### src/rtl/vocab_pkg.sv
// rtl/vocab_pkg.sv - shared vocabulary types, constants and character extraction
package vocab_pkg;

    localparam int VOCAB_DATA_WIDTH  = 8;
    localparam int VOCAB_WORD_LENGTH = 3;
    localparam int VOCAB_WORD_BITS   = VOCAB_DATA_WIDTH * VOCAB_WORD_LENGTH;

    typedef logic [VOCAB_DATA_WIDTH-1:0] char_t;

    localparam char_t NULL_CHAR = '0;

    typedef enum logic [1:0] {
        IDLE,
        READ,
        EMIT
    } state_t;

    // Char 0 lives in the MSBs of a packed entry.
    function automatic char_t word_char(input logic [VOCAB_WORD_BITS-1:0] word,
                                        input int unsigned               idx);
        return word[VOCAB_WORD_BITS-1-idx*VOCAB_DATA_WIDTH -: VOCAB_DATA_WIDTH];
    endfunction

endpackage

### src/rtl/vocab_ram.sv
// rtl/vocab_ram.sv - 1W/1R synchronous vocabulary RAM, read-first, no reset
module vocab_ram #(
    parameter int ADDR_WIDTH = 4,
    parameter int WORD_WIDTH = 24
) (
    input  logic                  clk,
    input  logic                  wr_en,
    input  logic [ADDR_WIDTH-1:0] wr_addr,
    input  logic [WORD_WIDTH-1:0] wr_data,
    input  logic                  rd_en,
    input  logic [ADDR_WIDTH-1:0] rd_addr,
    output logic [WORD_WIDTH-1:0] rd_data
);

    logic [WORD_WIDTH-1:0] mem [2**ADDR_WIDTH];

    // Both ports sample mem before the edge updates it, so a same-address
    // collision returns the old word.
    always_ff @(posedge clk) begin
        if (wr_en) begin
            mem[wr_addr] <= wr_data;
        end
        if (rd_en) begin
            rd_data <= mem[rd_addr];
        end
    end

endmodule

### src/rtl/detokenizer.sv
// rtl/detokenizer.sv - token id to character stream via vocabulary RAM lookup
module detokenizer #(
    parameter int ADDR_WIDTH  = 4,
    parameter int WORD_LENGTH = 3,
    parameter int DATA_WIDTH  = 8
) (
    input  logic                              clk,
    input  logic                              rst_n,
    input  logic                              wr_en,
    input  logic [ADDR_WIDTH-1:0]             wr_addr,
    input  logic [WORD_LENGTH*DATA_WIDTH-1:0] wr_word,
    input  logic                              token_valid,
    output logic                              token_ready,
    input  logic [ADDR_WIDTH-1:0]             token_id,
    output logic                              char_valid,
    input  logic                              char_ready,
    output logic [DATA_WIDTH-1:0]             char_data,
    output logic                              char_last,
    output logic                              nullptr_err
);

    import vocab_pkg::*;

    localparam int WORD_BITS = WORD_LENGTH * DATA_WIDTH;
    localparam int CNT_W     = $clog2(WORD_LENGTH + 1);

    state_t               state;
    logic [WORD_BITS-1:0] rd_word;
    logic [WORD_BITS-1:0] shift_q;
    logic [CNT_W-1:0]     len;
    logic [CNT_W-1:0]     remain;
    logic                 found;
    logic                 accept;

    assign accept = token_valid && token_ready;

    // The RAM latches the address on the accept edge, so its output is
    // valid throughout READ and a same-edge rewrite is not observed.
    vocab_ram #(
        .ADDR_WIDTH (ADDR_WIDTH),
        .WORD_WIDTH (WORD_BITS)
    ) u_ram (
        .clk     (clk),
        .wr_en   (wr_en),
        .wr_addr (wr_addr),
        .wr_data (wr_word),
        .rd_en   (accept),
        .rd_addr (token_id),
        .rd_data (rd_word)
    );

    // Length is the count of chars before the first NUL, scanning from char 0.
    always_comb begin
        len   = CNT_W'(WORD_LENGTH);
        found = 1'b0;
        for (int i = 0; i < WORD_LENGTH; i++) begin
            if (!found &&
                rd_word[WORD_BITS-1-i*DATA_WIDTH -: DATA_WIDTH] == DATA_WIDTH'(NULL_CHAR)) begin
                len   = CNT_W'(i);
                found = 1'b1;
            end
        end
    end

    always_ff @(posedge clk or negedge rst_n) begin
        if (!rst_n) begin
            state       <= IDLE;
            token_ready <= 1'b1;
            char_valid  <= 1'b0;
            char_last   <= 1'b0;
            char_data   <= '0;
            nullptr_err <= 1'b0;
            shift_q     <= '0;
            remain      <= '0;
        end else begin
            nullptr_err <= 1'b0;
            case (state)
                IDLE: begin
                    if (accept) begin
                        token_ready <= 1'b0;
                        state       <= READ;
                    end
                end
                READ: begin
                    if (len == '0) begin
                        nullptr_err <= 1'b1;
                        token_ready <= 1'b1;
                        state       <= IDLE;
                    end else begin
                        char_data  <= rd_word[WORD_BITS-1 -: DATA_WIDTH];
                        shift_q    <= rd_word << DATA_WIDTH;
                        remain     <= len - CNT_W'(1);
                        char_valid <= 1'b1;
                        char_last  <= (len == CNT_W'(1));
                        state      <= EMIT;
                    end
                end
                EMIT: begin
                    if (char_ready) begin
                        if (char_last) begin
                            char_valid  <= 1'b0;
                            char_last   <= 1'b0;
                            token_ready <= 1'b1;
                            state       <= IDLE;
                        end else begin
                            char_data <= shift_q[WORD_BITS-1 -: DATA_WIDTH];
                            shift_q   <= shift_q << DATA_WIDTH;
                            remain    <= remain - CNT_W'(1);
                            char_last <= (remain == CNT_W'(1));
                        end
                    end
                end
                default: begin
                    token_ready <= 1'b1;
                    char_valid  <= 1'b0;
                    char_last   <= 1'b0;
                    state       <= IDLE;
                end
            endcase
        end
    end

endmodule
### config.mk
export PLATFORM = sky130hd
export DESIGN_NAME = detokenizer
export DESIGN_NICKNAME = d
export VERILOG_FILES = /design/src/rtl/vocab_pkg.sv /design/src/rtl/vocab_ram.sv /design/src/rtl/detokenizer.sv
export SDC_FILE = /design/constraint.sdc
export NUM_CORES = 1
export LEC_CHECK = 0
export ABC_AREA = 1
export BUFFER_PORTS_ARGS = -buffer_cell sky130_fd_sc_hd__buf_2
export CAP_MARGIN = 5
export CORE_MARGIN = 5
export CORE_UTILIZATION = 40
export CTS_CLUSTER_SIZE = 14
export DETAILED_ROUTE_END_ITERATION = 6
export SLEW_MARGIN = 20
export SYNTH_ARGS = -nofsm -noshare
export SYNTH_HDL_FRONTEND = slang
export SYNTH_HIERARCHICAL = 1
export SYNTH_SLANG_ARGS = --single-unit
### constraint.sdc
create_clock -name clk -period 2 [get_ports clk]
set_clock_uncertainty 0.05 [all_clocks]
set_input_delay 0.2 -clock clk [delete_from_list [all_inputs] [get_ports clk]]
set_output_delay 0.2 -clock clk [all_outputs]
set_load 0.01 [all_outputs]
Yosys cells after proc, flatten, opt, wreduce, memory -nomap -nowiden
Memories as Yosys holds them, arrays and structs flattened. A register that Yosys moved wholly into a read port is not among the register bits.
Cells that the tools add are included.
Widths: inputs -> output; s select.
{"block": "word_totals", "ff_bits": 40, "mem_bits_rw": 384, "input_bits": 37, "out_inout_bits": 12, "mem_count": 1}
{"block": "op_classes", "addsub": 2, "n_eq_ne": 10, "mux": 39, "n_bitwise": 1, "n_reduce_logical": 16}
{"memory": "u_ram.mem", "words": 16, "word_bits": 24, "rd": 1, "rd_ports_with_merged_regs": 1, "write_ports": 1, "line": "vocab_ram.sv:15", "rtl": "logic [WORD_WIDTH-1:0] mem [2**ADDR_WIDTH];"}
{"cell": "$mux 24", "count": 3}
{"cell": "$pmux 24 s2", "count": 1}
{"cell": "$logic_not 8->1", "count": 3}
{"cell": "$mux 8", "count": 3}
{"cell": "$mux 2", "count": 10}
{"cell": "$mux 1", "count": 16}
{"cell": "$pmux 8 s2", "count": 1}
{"cell": "$ne 2x2->1 const B", "count": 6}
{"cell": "$reduce_and 4->1", "count": 3}
{"cell": "$pmux 1 s3", "count": 3}
{"cell": "$eq 2x1->1 const B", "count": 3}
{"cell": "$pmux 2 s3", "count": 1}
{"cell": "$reduce_and 3->1", "count": 2}
{"cell": "$logic_not 2->1", "count": 2}
{"cell": "$pmux 2 s2", "count": 1}
{"cell": "$sub 2x1->2 const B", "count": 2}
{"cell": "$logic_and 1x1->1", "count": 3}
{"cell": "$eq 2x2->1 const B", "count": 1}
{"cell": "$logic_not 1->1", "count": 2}
{"cell": "$reduce_bool 2->1", "count": 1}
{"cell": "$not 1->1", "count": 1}

Longest topological paths before layout
Gate-level depths: netlist of the first run.
{"block": "depth", "ltp_word": 11, "ltp_mapped": 10, "mapped_depth_nobuf": 9}

Modules after synthesis
The synthesis of the first run kept the hierarchy.
{"module": "vocab_ram", "n_inst": 1, "cells_each": 1597, "area_each_um2": 17191.5, "seq_area_each_um2": 12251.8}
{"module": "detokenizer", "n_inst": 1, "cells_each": 201, "area_each_um2": 1809.2, "seq_area_each_um2": 802.0}

Least setup slack after synthesis of the first run
No wires, ideal clock.
{"block": "synth_path", "path_type": "input to register", "from": "in wr_addr[2]", "to": "mem u_ram.mem[10][0] (enable)", "setup_time_ns": 0.405, "arrival_ns": 1.441, "required_time_ns": 1.545, "slack_ns": 0.104, "path_stages": 2, "n_path_buf": 0, "path_cell_list": "nand3b_1 nor2_1"}
{"item": "from (decl)", "line": "detokenizer.sv:10", "rtl": "input logic [ADDR_WIDTH-1:0] wr_addr,"}
{"item": "to (decl)", "line": "vocab_ram.sv:15"}
Straight into the memory's write port.

Worst setup path after layout of the first run
{"block": "layout_path", "from": "reg u_ram.rd_data[20] (read register of u_ram.mem)", "to": "reg shift_q[22]"}
{"block": "layout_via", "elab_chain_len": 11, "elab_cells_between_ends": 13}
{"item": "from (decl)", "line": "vocab_ram.sv:12", "rtl": "output logic [WORD_WIDTH-1:0] rd_data"}
{"item": "$logic_not 8->1 *", "line": "detokenizer.sv:58", "rtl": "rd_word[WORD_BITS-1-i*DATA_WIDTH -: DATA_WIDTH] == DATA_WIDTH'(NULL_CHAR)) begin"}
{"item": "$mux 1", "line": "detokenizer.sv:57", "rtl": "if (!found &&"}
{"item": "$logic_not 1->1", "line": "detokenizer.sv:57"}
{"item": "$logic_and 1x1->1", "line": "detokenizer.sv:57"}
{"item": "$mux 1", "line": "detokenizer.sv:57"}
{"item": "$logic_not 1->1", "line": "detokenizer.sv:57"}
{"item": "$logic_and 1x1->1", "line": "detokenizer.sv:57"}
{"item": "$mux 2 *", "line": "detokenizer.sv:57"}
{"item": "$logic_not 2->1 *", "line": "detokenizer.sv:85", "rtl": "if (len == '0) begin"}
{"item": "$ne 2x2->1 (no line) *"}
{"item": "$reduce_and 4->1 (no line) *"}
{"item": "to (signal assigned)", "line": "detokenizer.sv:91", "rtl": "shift_q <= rd_word << DATA_WIDTH;"}
{"item": "to (signal assigned)", "line": "detokenizer.sv:107", "rtl": "shift_q <= shift_q << DATA_WIDTH;"}
{"item": "to (decl)", "line": "detokenizer.sv:29", "rtl": "logic [WORD_BITS-1:0] shift_q;"}
Mark *: on every way between the ends. The rest lies on a longest branch, timed or not.
A chain may end at the register's enable or synchronous reset.

==> impl_results.md, run 1 <==
* Outcome: finished, final reports clean
* Rel. slew slack at about half
* CTS max path bufs at 3
* Crit path DAT at between 2 and 2.5 ns
* Reg2Reg Depth at 8
* Root Driver: clkbuf_16
* GR Overflow Total at 0
* Layout area overhead at 16.20%
* Critical path endpoint: shift_q[22]
* Syn nets at roughly 1,800
* Xor/xnor cell area share of the yosys netlist at 0%
* Drt drc at 0
* Cells after Synth at between 1,500 and 2,000
* Initial Util at about two fifths
* Dpl ws at 0.2616 ns
* Initial antenna violation count at 1
* Share of layout cells above drive strength 1 at about a tenth
* R2r endpoint: shift_q[22]
* Die area at roughly 52,000 um2
* Pwr dens at roughly 1000 nW/um2
* Final Hold Vio Count at 0
* TNS Setup at 0 ns
* Final core occ at a little under half
* Worst setup EP type: flip-flop
* Worst R2R Start: u_ram/rd_data[20]
* Vias at 12,540
* Buffers on Ports at 48
* Die height at between 200 and 250 um
* Pwr Total at around 23 mW
* Row cnt at approximately 80
* CP max stage delay at 0.53 ns
* Fillers at 4,244
* CP bufs+invs at 1
* Leakage at roughly 9.4 nW
* Global-route wire length before repair at 70,950 um
* Critical path depth in cells at 8
* ANT cells at 0
* Clock net sink count at 440
* Most common flop cell mapped by yosys: edfxtp_1
* Antenna Nets Post-Route at 0
* Yosys Warn Count at 6
* Tcrit/Tclk final at roughly 87%
* Number of synthesized flops with an enable pin at 408
* Area leader, netlist: edfxtp_1
* Commonest cells in the netlist: nand2_1, edfxtp_1, inv_1
* Largest cells by area after synthesis: edfxtp_1, nand2_1, nand3_1
* Post-CTS sizing at 0
* Avg Cell Area, Syn at 10.57 um2
* Largest net degree at the start of global routing at 75
* Register bit total from synthesis at 440
* H-tree level count at 2
* Final Max Slew Viols at 0
* RePlAce Congestion at around 0.80
* Worst EP required at ~2.4 ns
* Count leader, synth: nand2_1
* Synth Area in Simple Gates at 20.05%
* # IOs at 49
* Sequential Area at 13,050 um2
* Critical Path Start: u_ram/rd_data[20]
* Critical path type: flip-flop to flip-flop
* 1st-pass router iterations at 5
* HP Class: input port to flip-flop
* RSZ-0062 raised after global routing: no
* Critical-path top delay cell: edfxtp_1
* Compound-cell area share of the yosys netlist at 1.455%
* Synth Area in Adders at less than 1%
* Max FO, Critical Path at 52
* Final WL at 45,080 um
* Cell family with most CP delay: simple AND/OR/NAND/NOR gates
* Vias in the first global route at 12,090
* Nets@finish at between 1,500 and 2,000
* Core Area at approximately 47,000 um2
* Final worst path period need at between 1.5 and 2 ns
* Asr flop ratio synth at approximately 7.3%
* DR iter-0 viols at between 1,000 and 1,500
* Max cap viols at 0
* FMAX at 576.9 MHz
* WL per Instance at around 18 um
* Worst path cell trace: nor2_1 -> nand2_1 -> nor2_4 -> nand2_2 -> nand3_4 -> buf_12 -> nand2_1 -> o21ai_2
* Startpoint types: flip-flop
* Total GRT Usage at ~17%
* Area of the mapped netlist at about 19,000 um2
* Worst-path clk slew at approximately 0.06 ns
* R2r setup slk at ~0.27 ns
* Hold slack at about 0.15 ns
* Final Worst Setup Slack at roughly 0.27 ns
* Worst path most repeated cell: nand2_1
* Peak supply drop at between 700 and 800 uV
* Setup-failing EPs final at 0
* CTS tree: done
* Least-Margin Pin Slew at about 0.74 ns
* Netlist cell types at 28
* Area fraction of the dominant cell type after synthesis at 64.48%
* Detailed placer's ending HPWL at between 20,000 and 30,000 um
* Main combinational cell family by area after synthesis: simple AND/OR/NAND/NOR gates
* Avg Vias per Cell at roughly 5.0
* Chip width at between 200 and 250 um
* Mux contribution to synthesized area at less than 1%
* Seq/Total Area, Yosys at between 60% and 70%
* Worst-Skew Late Latency at between 0.5 and 0.6 ns
* CTS Buf Count at 47
* Area of the multi-input gates at roughly 4400 um2
==> per-layer routing <==
metal	global-route usage, %	vias to the layer above	routed length, um
met5	0	-	0
met4	4.197	0	972
met3	3.366	63	3213
met2	27.18	456	20680
met1	24.92	6043	20220
li1	-	5976	-
==> cell type report <==
class,count,share of cell area (%)
sequential,440,59.12
inverter,314,5.361
timing repair buffer,117,5.412
multi-input combinational,958,19.91
tap,607,3.440
clock inverter,22,1.060
clock buffer,60,5.690
==> cells in the final DEF, fill, tap and decap left out, drive strengths merged <==
master and count:
a21oi 3, ha 4, dfstp 1, mux2i 14
o21ai 32, inv 315, nand3 296, nor2 36
nand3b 2, clkinv 16, dfrtp 31, or2 1
buf 91, nand2 569, edfxtp 408, nand4 1
clkbuf 60, dlygate4sd3 26, bufinv 5
==> flip-flops by register name, summed over array words and instances, names as in the netlist <==
register	cells
u_ram/mem	384
u_ram/rd_data	24
shift_q	16
char_data	8
remain	2
state	2
char_last	1
char_valid	1
nullptr_err	1
token_ready	1
==> timing repair <==
action                    CTS  global route
hold endpoints to repair  417             0
setup buffers               0             0
hold buffers               26             0
==> metrics by stage <==
step | instances | area [um2]
2_1_floorplan | 1798 | 19000
3_3_place_gp | 2410 | 20330
3_5_place_dp | 2410 | 20330
4_1_cts | 2518 | 22080
5_1_grt | 2518 | 22080
6_report | 2518 | 22080
==> report_power, final <==
group / internal (mW) / switching, mW
Clock: 5.05 / 3.43
Combinational: 1.09 / 1.97
Sequential: 10.7 / 0.292
==> worst min path at each step <==
stage / start / cells after the start / endpoint
after global routing: token_valid / 4 / u_ram/rd_data[4]
after global placement: rst_n / 1 / char_data[5]
final: token_valid / 4 / u_ram/rd_data[4]
after detailed placement: rst_n / 1 / char_data[1]
after CTS: token_valid / 4 / u_ram/rd_data[4]
after floorplan: rst_n / 0 / char_data[0]
==> cells by family (layout without fill, tap and decap cells) <==
family | after synthesis | count (layout)
compound gates | 35 | 35
fa+ha+maj | 4 | 4
buf+inv | 400 | 513
flops | 440 | 440
mux | 14 | 14
simple gates | 905 | 905
==> tightest hold or removal path, delay by kind of cell <==
family / cells / cell delay, ns
simple gates: 1 / 0.05
buf+inv: 3 / 0.33
Note: power is estimated with default switching activity, not from simulation.
==> run 2: changes to the inputs <==
--- a/config.mk
+++ b/config.mk
@@ -8,6 +8,7 @@
 export ABC_AREA = 1
 export BUFFER_PORTS_ARGS = -buffer_cell sky130_fd_sc_hd__buf_2
 export CAP_MARGIN = 5
+export CORE_ASPECT_RATIO = 1.2
 export CORE_MARGIN = 5
 export CORE_UTILIZATION = 40
 export CTS_CLUSTER_SIZE = 14
==> run 2 against run 1 <==
  * Critical endpoint is now remain[0]
  * Critical path depth is 1 lower
  * Largest cell class unchanged
  * First-iteration DRC count is 7.5% lower
  * Core utilization is 0.52 points lower
  * The run now ends with DRC left
  * Cell count is 0.79% higher
  * Maximum frequency is 1.1% higher
  * Register-to-register slack better by 0.02 ns
  * Wire length is 1.9% higher
  * Critical path type unchanged
==> impl_results.md, run 2 (synthesis gave the netlist of run 1 again) <==
* Outcome: finished with violations
* Failing checks: DRC
* Leakage at 9.331 nW
* Antenna Nets Post-Route at 0
* Layout area overhead at 15.59%
* Max FO, Critical Path at 8
* Most common cell after layout, fill and taps aside: nand2_1
* 1st-pass router iterations at 7
* Largest net degree at the start of global routing at slightly above 70
* Clock net sink count at 440
* Pwr Total at ~22 mW
* Commonest cells after routing, fill and taps aside: nand2_1, edfxtp_1, inv_1
* Final std cells w/o fill at roughly 2,500
* GR Overflow Total at 0
* Global-route wire length before repair at slightly above 70,000 um
* Detailed placer's ending HPWL at about 27,000 um
* CTS tree: done
* Drt drc at 6
* Max cap viols at 0
* Setup-failing EPs final at 0
* WL per Instance at around 18 um
* ANT cells at 0
* Min-delay src: wr_word[6]
* Vias at between 10,000 and 15,000
* Tcrit/Tclk final at 85.71%
* Startpoint types: flip-flop
* Max reg flops at around 380
* RSZ-0062 raised after global routing: no
* Final Max Slew Viols at 0
* Placed Cells at around 2,400
* Worst R2R Start: state[0]
* Least-Margin Pin Slew at 1.161 ns
* Initial Util at approximately two fifths
* HP Class: input port to flip-flop
* Buffers on Ports at 48
* Critical path type: flip-flop to flip-flop
* Die height at about 250 um
* CTS max path bufs at 3
* Critical Path Start: state[0]
* Peak supply drop at 710.3 uV
* Row cnt at 87
* TNS Setup at 0 ns
* H-tree level count at 2
* Largest regs: u_ram/mem x384, u_ram/rd_data x24, shift_q x16
* Core Area at around 47,000 um2
* Share of layout cells above drive strength 1 at between 10% and 20%
* Largest Register: u_ram/mem
* Final worst path period need at roughly 1.7 ns
* Rel. slew slack at between 20 and 25%
* Final Hold Vio Count at 0
* Final Worst Setup Slack at ~0.29 ns
* RePlAce Congestion at 0.7974
* Chip width at 209.0 um
* Dpl ws at ~0.13 ns
* Worst-Skew Late Latency at between 0.5 and 0.6 ns
* Root Driver: clkbuf_16
* Nets@finish at between 1,500 and 2,000
* Worst setup EP type: flip-flop
* CTS Buf Count at 44
* Vias in the first global route at around 12,000
* # IOs at 49
* Final WL at 45,960 um
* Pwr dens at ~1000 nW/um2
* Total GRT Usage at 17.45%
* Post-CTS sizing at 0
* Crit path DAT at approximately 2.1 ns
* Worst-path clk slew at 0.06 ns
* Final core occ at a little under half
* FMAX at between 500 and 600 MHz
* Worst EP required at ~2.4 ns
* Avg Vias per Cell at 4.894
* Initial antenna violation count at 0
* Die area at around 52,000 um2
* DR iter-0 viols at between 1,000 and 1,500
## run 2: changes by cell type in the layout (fill, tap and decap cells not counted), moves of 2 or more
cell | before | now
buf_4 | 15 | 33
buf_12 | 29 | 27
bufinv_16 | 5 | 2
clkinv_2 | 2 | 9
clkinv_1 | 13 | 9
clkbuf_16 | 48 | 45
dlygate4sd3_1 | 26 | 19
## run 2: routing by layer
layer / part of all wire, % / track usage, %
met1: 43 / 24.29
met2: 48 / 28.75
met3: 6.1 / 2.670
met4: 2.0 / 4.774
met5: 0 / 0
## run 2: per-stage QoR
stage / area [um2] / hold slack, ns
finish: 21960 / 0.01543
global route: 21960 / 0.01032
CTS: 21920 / 0.0008947
detailed placement: 20410 / 0.2436
global placement: 20410 / 0.2362
floorplan: 19000 / -0.1456
## run 2: layout make-up
type,count,area [um2]
clock buffer,55,1164
clock inverter,22,163.9
fill,4272,25060
inverter,314,1185
multi-input combinational,958,4397
sequential,440,13050
tap,623,779.5
timing repair buffer,126,1220
## run 2: what timing repair did
action                                  4_1_cts  5_1_grt
hold buffers                                 19        0
endpoints found under the hold margin       302        0
endpoints found under the setup margin        0       13
setup buffers                                 0        5
## run 2: critical path, stage by stage, from the launching register on
cell,delay (ns)
dfrtp_1,0.38
inv_1,0.10
ha_1,0.31
nand2_1,0.13
o21ai_2,0.10
nand3_4,0.18
buf_4,0.20
o21ai_0,0.18
## run 2: final timing paths
kind,end,slack [ns],depth (start not counted)
worst max register to register,remain[0],0.29,7
worst min-delay path,u_ram/mem[5][6],0.02,1
max in group asynchronous,shift_q[9],1.22,2
worst max-delay path,remain[0],0.29,7
min in group asynchronous,char_data[6],0.21,2
worst min register to register,char_data[4],0.42,2
## run 2: power breakdown
group / internal (mW) / switching [mW]
clock: 4.38 / 3.34
sequential: 10.7 / 0.278
combinational: 1.24 / 2.04
==> run 3: changes to the inputs <==
--- a/config.mk
+++ b/config.mk
@@ -16,5 +16,4 @@
 export SLEW_MARGIN = 20
 export SYNTH_ARGS = -nofsm -noshare
 export SYNTH_HDL_FRONTEND = slang
-export SYNTH_HIERARCHICAL = 1
 export SYNTH_SLANG_ARGS = --single-unit
==> run 3 against run 2 <==
  * The run now ends clean
  * Clock power about the same
  * Cell count down 12%
  * Via count down 9.9%
  * Largest cell class unchanged
==> impl_results.md, run 3 <==
* Seq/Total Area, Yosys at between 70% and 80%
* CP max stage delay at around 0.40 ns
* R2r endpoint: shift_q[23]
* Vias at between 10,000 and 15,000
* 1st-pass router iterations at 5
* Buffers on Ports at 48
* CTS tree: done
* Syn nets at about 1,500
* Netlist cell types at 22
* Placed Cells at 2,123
* Number of synthesized flops with an enable pin at between 400 and 500
* Detailed placer's ending HPWL at approximately 23,000 um
* Area fraction of the dominant cell type after synthesis at 67.61%
* Synth Area in Adders at less than 1%
* HP Class: input port to flip-flop
* CTS max path bufs at 3
* Max FO, Critical Path at 19
* DR iter-0 viols at around 960
* Gate power share at approximately 13%
* H-tree level count at 2
* Worst path cell trace: inv_1 -> ha_1 -> inv_1 -> o21ai_0 -> nand2_2 -> inv_2 -> nand2_1 -> o21ai_0
* Peak supply drop at 723.4 uV
* Hold EP: char_last
* Final std cells w/o fill at approximately 2,200
* Die area at ~50,000 um2
* Largest cells by area after synthesis: edfxtp_1, nand2_1, o211ai_1
* GR Overflow Total at 0
* Mux contribution to synthesized area at 0%
* Yosys Warn Count at 0
* Net Sw Frac at 25.48%
* Root Driver: clkbuf_16
* Nets@finish at 1,624
* Final worst path period need at roughly 1.8 ns
* R2r setup slk at roughly 0.21 ns
* Max cap viols at 0
* Startpoint types: flip-flop
* Main combinational cell family by area after synthesis: simple AND/OR/NAND/NOR gates
* Worst-path clk slew at ~0.060 ns
* P_sw at around 5.4 mW
* # IOs at 49
* Min-delay src: char_ready
* Chip width at approximately 200 um
* Tcrit/Tclk final at approximately nine tenths
* Row cnt at 85
* Sequential share of power at 51.3%
* Total GRT Usage at 16.82%
* CTS Buf Count at 42
* Critical path type: flip-flop to flip-flop
* Worst setup EP type: flip-flop
* Setup-failing EPs final at 0
* Core Area at approximately 45,000 um2
* Rel. slew slack at approximately 50%
* Commonest cells after routing, fill and taps aside: edfxtp_1, nand2_1, inv_1
* Initial antenna violation count at 1
* Die height at roughly 240 um
* Area of the mapped netlist at between 15,000 and 20,000 um2
* Largest Register: u_ram.mem
* Vias in the first global route at 10,750
* Least-Margin Pin Slew at about 0.75 ns
* Final Hold Vio Count at 0
* RSZ-0062 raised after global routing: no
* Final WL at between 40,000 and 50,000 um
* Hold slack at approximately 0.032 ns
* Worst-Skew Late Latency at between 0.5 and 0.6 ns
* Largest net degree at the start of global routing at between 60 and 70
* Reg2Reg Depth at 8
* Largest regs: u_ram.mem x384, u_ram.rd_data x24, shift_q x16
* Initial Util at around 40%
* Max reg flops at 384
* Post-CTS sizing at 0
* Most common flop cell mapped by yosys: edfxtp_1
* Clock share of power at between 30% and 40%
* Global-route wire length before repair at between 60,000 and 70,000 um
* Post-CTS Setup Bufs at 0
* Pwr dens at approximately 1000 nW/um2
* Worst R2R Start: state[1]
* Layout area overhead at 16.20%
* Crit path DAT at between 2 and 2.5 ns
* Final Max Slew Viols at 0
* TNS Setup at 0 ns
* Leakage at between 8 and 9 nW
* Critical-path top delay cell: dfrtp_1
* Clock net sink count at 440
* Cells after Synth at around 1,500
* Most common cell after layout, fill and taps aside: edfxtp_1
* Avg Cell Area, Syn at approximately 12 um2
* Synth Area in Simple Gates at 10.94%
* Count leader, synth: edfxtp_1
* Xor/xnor cell area share of the yosys netlist at 0%
* Asr flop ratio synth at ~7.3%
* Compound-cell area share of the yosys netlist at 9.486%
* Commonest cells in the netlist: edfxtp_1, nand2_1, inv_1
* Avg Vias per Cell at around 5.0
* Area leader, netlist: edfxtp_1
* WL per Instance at 18.91 um
* Worst hold stages at 6
* RePlAce Congestion at around 0.74
* Drt drc at 0
* Internal power at 15.86 mW
* Register bit total from synthesis at between 400 and 500
* Worst EP required at approximately 2.4 ns
* FMAX at around 560 MHz
* Antenna Nets Post-Route at 0
* Share of layout cells above drive strength 1 at between 10 and 15%
* Outcome: finished, final reports clean
-- run 3: cell count changes after synthesis, sizes merged, moves of 15 or more --
cell,delta
nand2,-288
o21ai,+54
a21oi,+64
nand3,-146
o211ai,+126
clkbuf,+15
inv,-93
-- run 3: critical path: cells and delay by family, from the launching register on --
family          cells  cell delay (ns)
compound gates      2             0.26
fa+ha+maj           1             0.23
simple gates        2             0.30
buf+inv             3             0.46
flops               1             0.40
-- run 3: how the worst max path moves through the flow --
stage,start,end,slack (ns),depth (start not counted)
2_1_floorplan,wr_addr[2],u_ram.mem[10][0],0.10,2
3_3_place_gp,token_id[0],u_ram.rd_data[19],0.21,7
3_5_place_dp,token_id[0],u_ram.rd_data[19],0.19,7
4_1_cts,state[1],shift_q[23],0.20,8
5_1_grt,state[1],shift_q[23],0.006,8
6_report,state[1],shift_q[23],0.21,8
-- run 3: power by group through the flow --
stage                     combinational [mW]  clock [mW]  sequential [mW]
after floorplan                         1.67           0             11.1
after global placement                  2.59           0             11.1
after detailed placement                2.65           0             11.1
after CTS                               2.70        7.83             10.9
after global routing                    3.05        8.19             11.0
final                                   2.67        7.69             10.9
-- run 3: repair_timing --
| item | in CTS | in global routing |
|---|---|---|
| hold endpoints to repair | 413 | 0 |
| endpoints found under the setup margin | 0 | 0 |
| hold buffers | 25 | 0 |
-- run 3: cell families after synthesis --
kind of cell / Yosys count
fa+ha+maj: 4
buf+inv: 308
simple gates: 474
flops: 440
compound gates: 280
-- run 3: final cells by class --
cell class	count	area [um2]
antenna	1	2.502
clock buffer	51	1085
clock inverter	25	235.2
fill	3996	23820
inverter	221	829.5
multi-input combinational	758	3871
sequential	440	13050
tap	609	762.0
timing repair buffer	120	1219
-- run 3: layer usage --
layer  GRT usage, %  share of wire [%]  wire length (um)  vias to the layer above
li1               -                  -                 -                     5395
met1          22.79                 43             18060                     5422
met2          28.08                 49             20640                      305
met3          2.670                5.5              2306                       70
met4          5.046                2.5              1059                        0
met5              0                  0                 0                        -
-- run 3: through the flow --
step | cell area, um2 | setup slack (ns) | utilization [%] | total power [mW]
6_report | 21060 | 0.2118 | 46.92 | 21.28
5_1_grt | 21060 | 0.005722 | 46.92 | 22.20
4_1_cts | 21060 | 0.1966 | 46.91 | 21.46
3_5_place_dp | 19480 | 0.1903 | 43.42 | 13.76
3_3_place_gp | 19480 | 0.2093 | 43.42 | 13.69
2_1_floorplan | 18120 | 0.1039 | - | 12.75
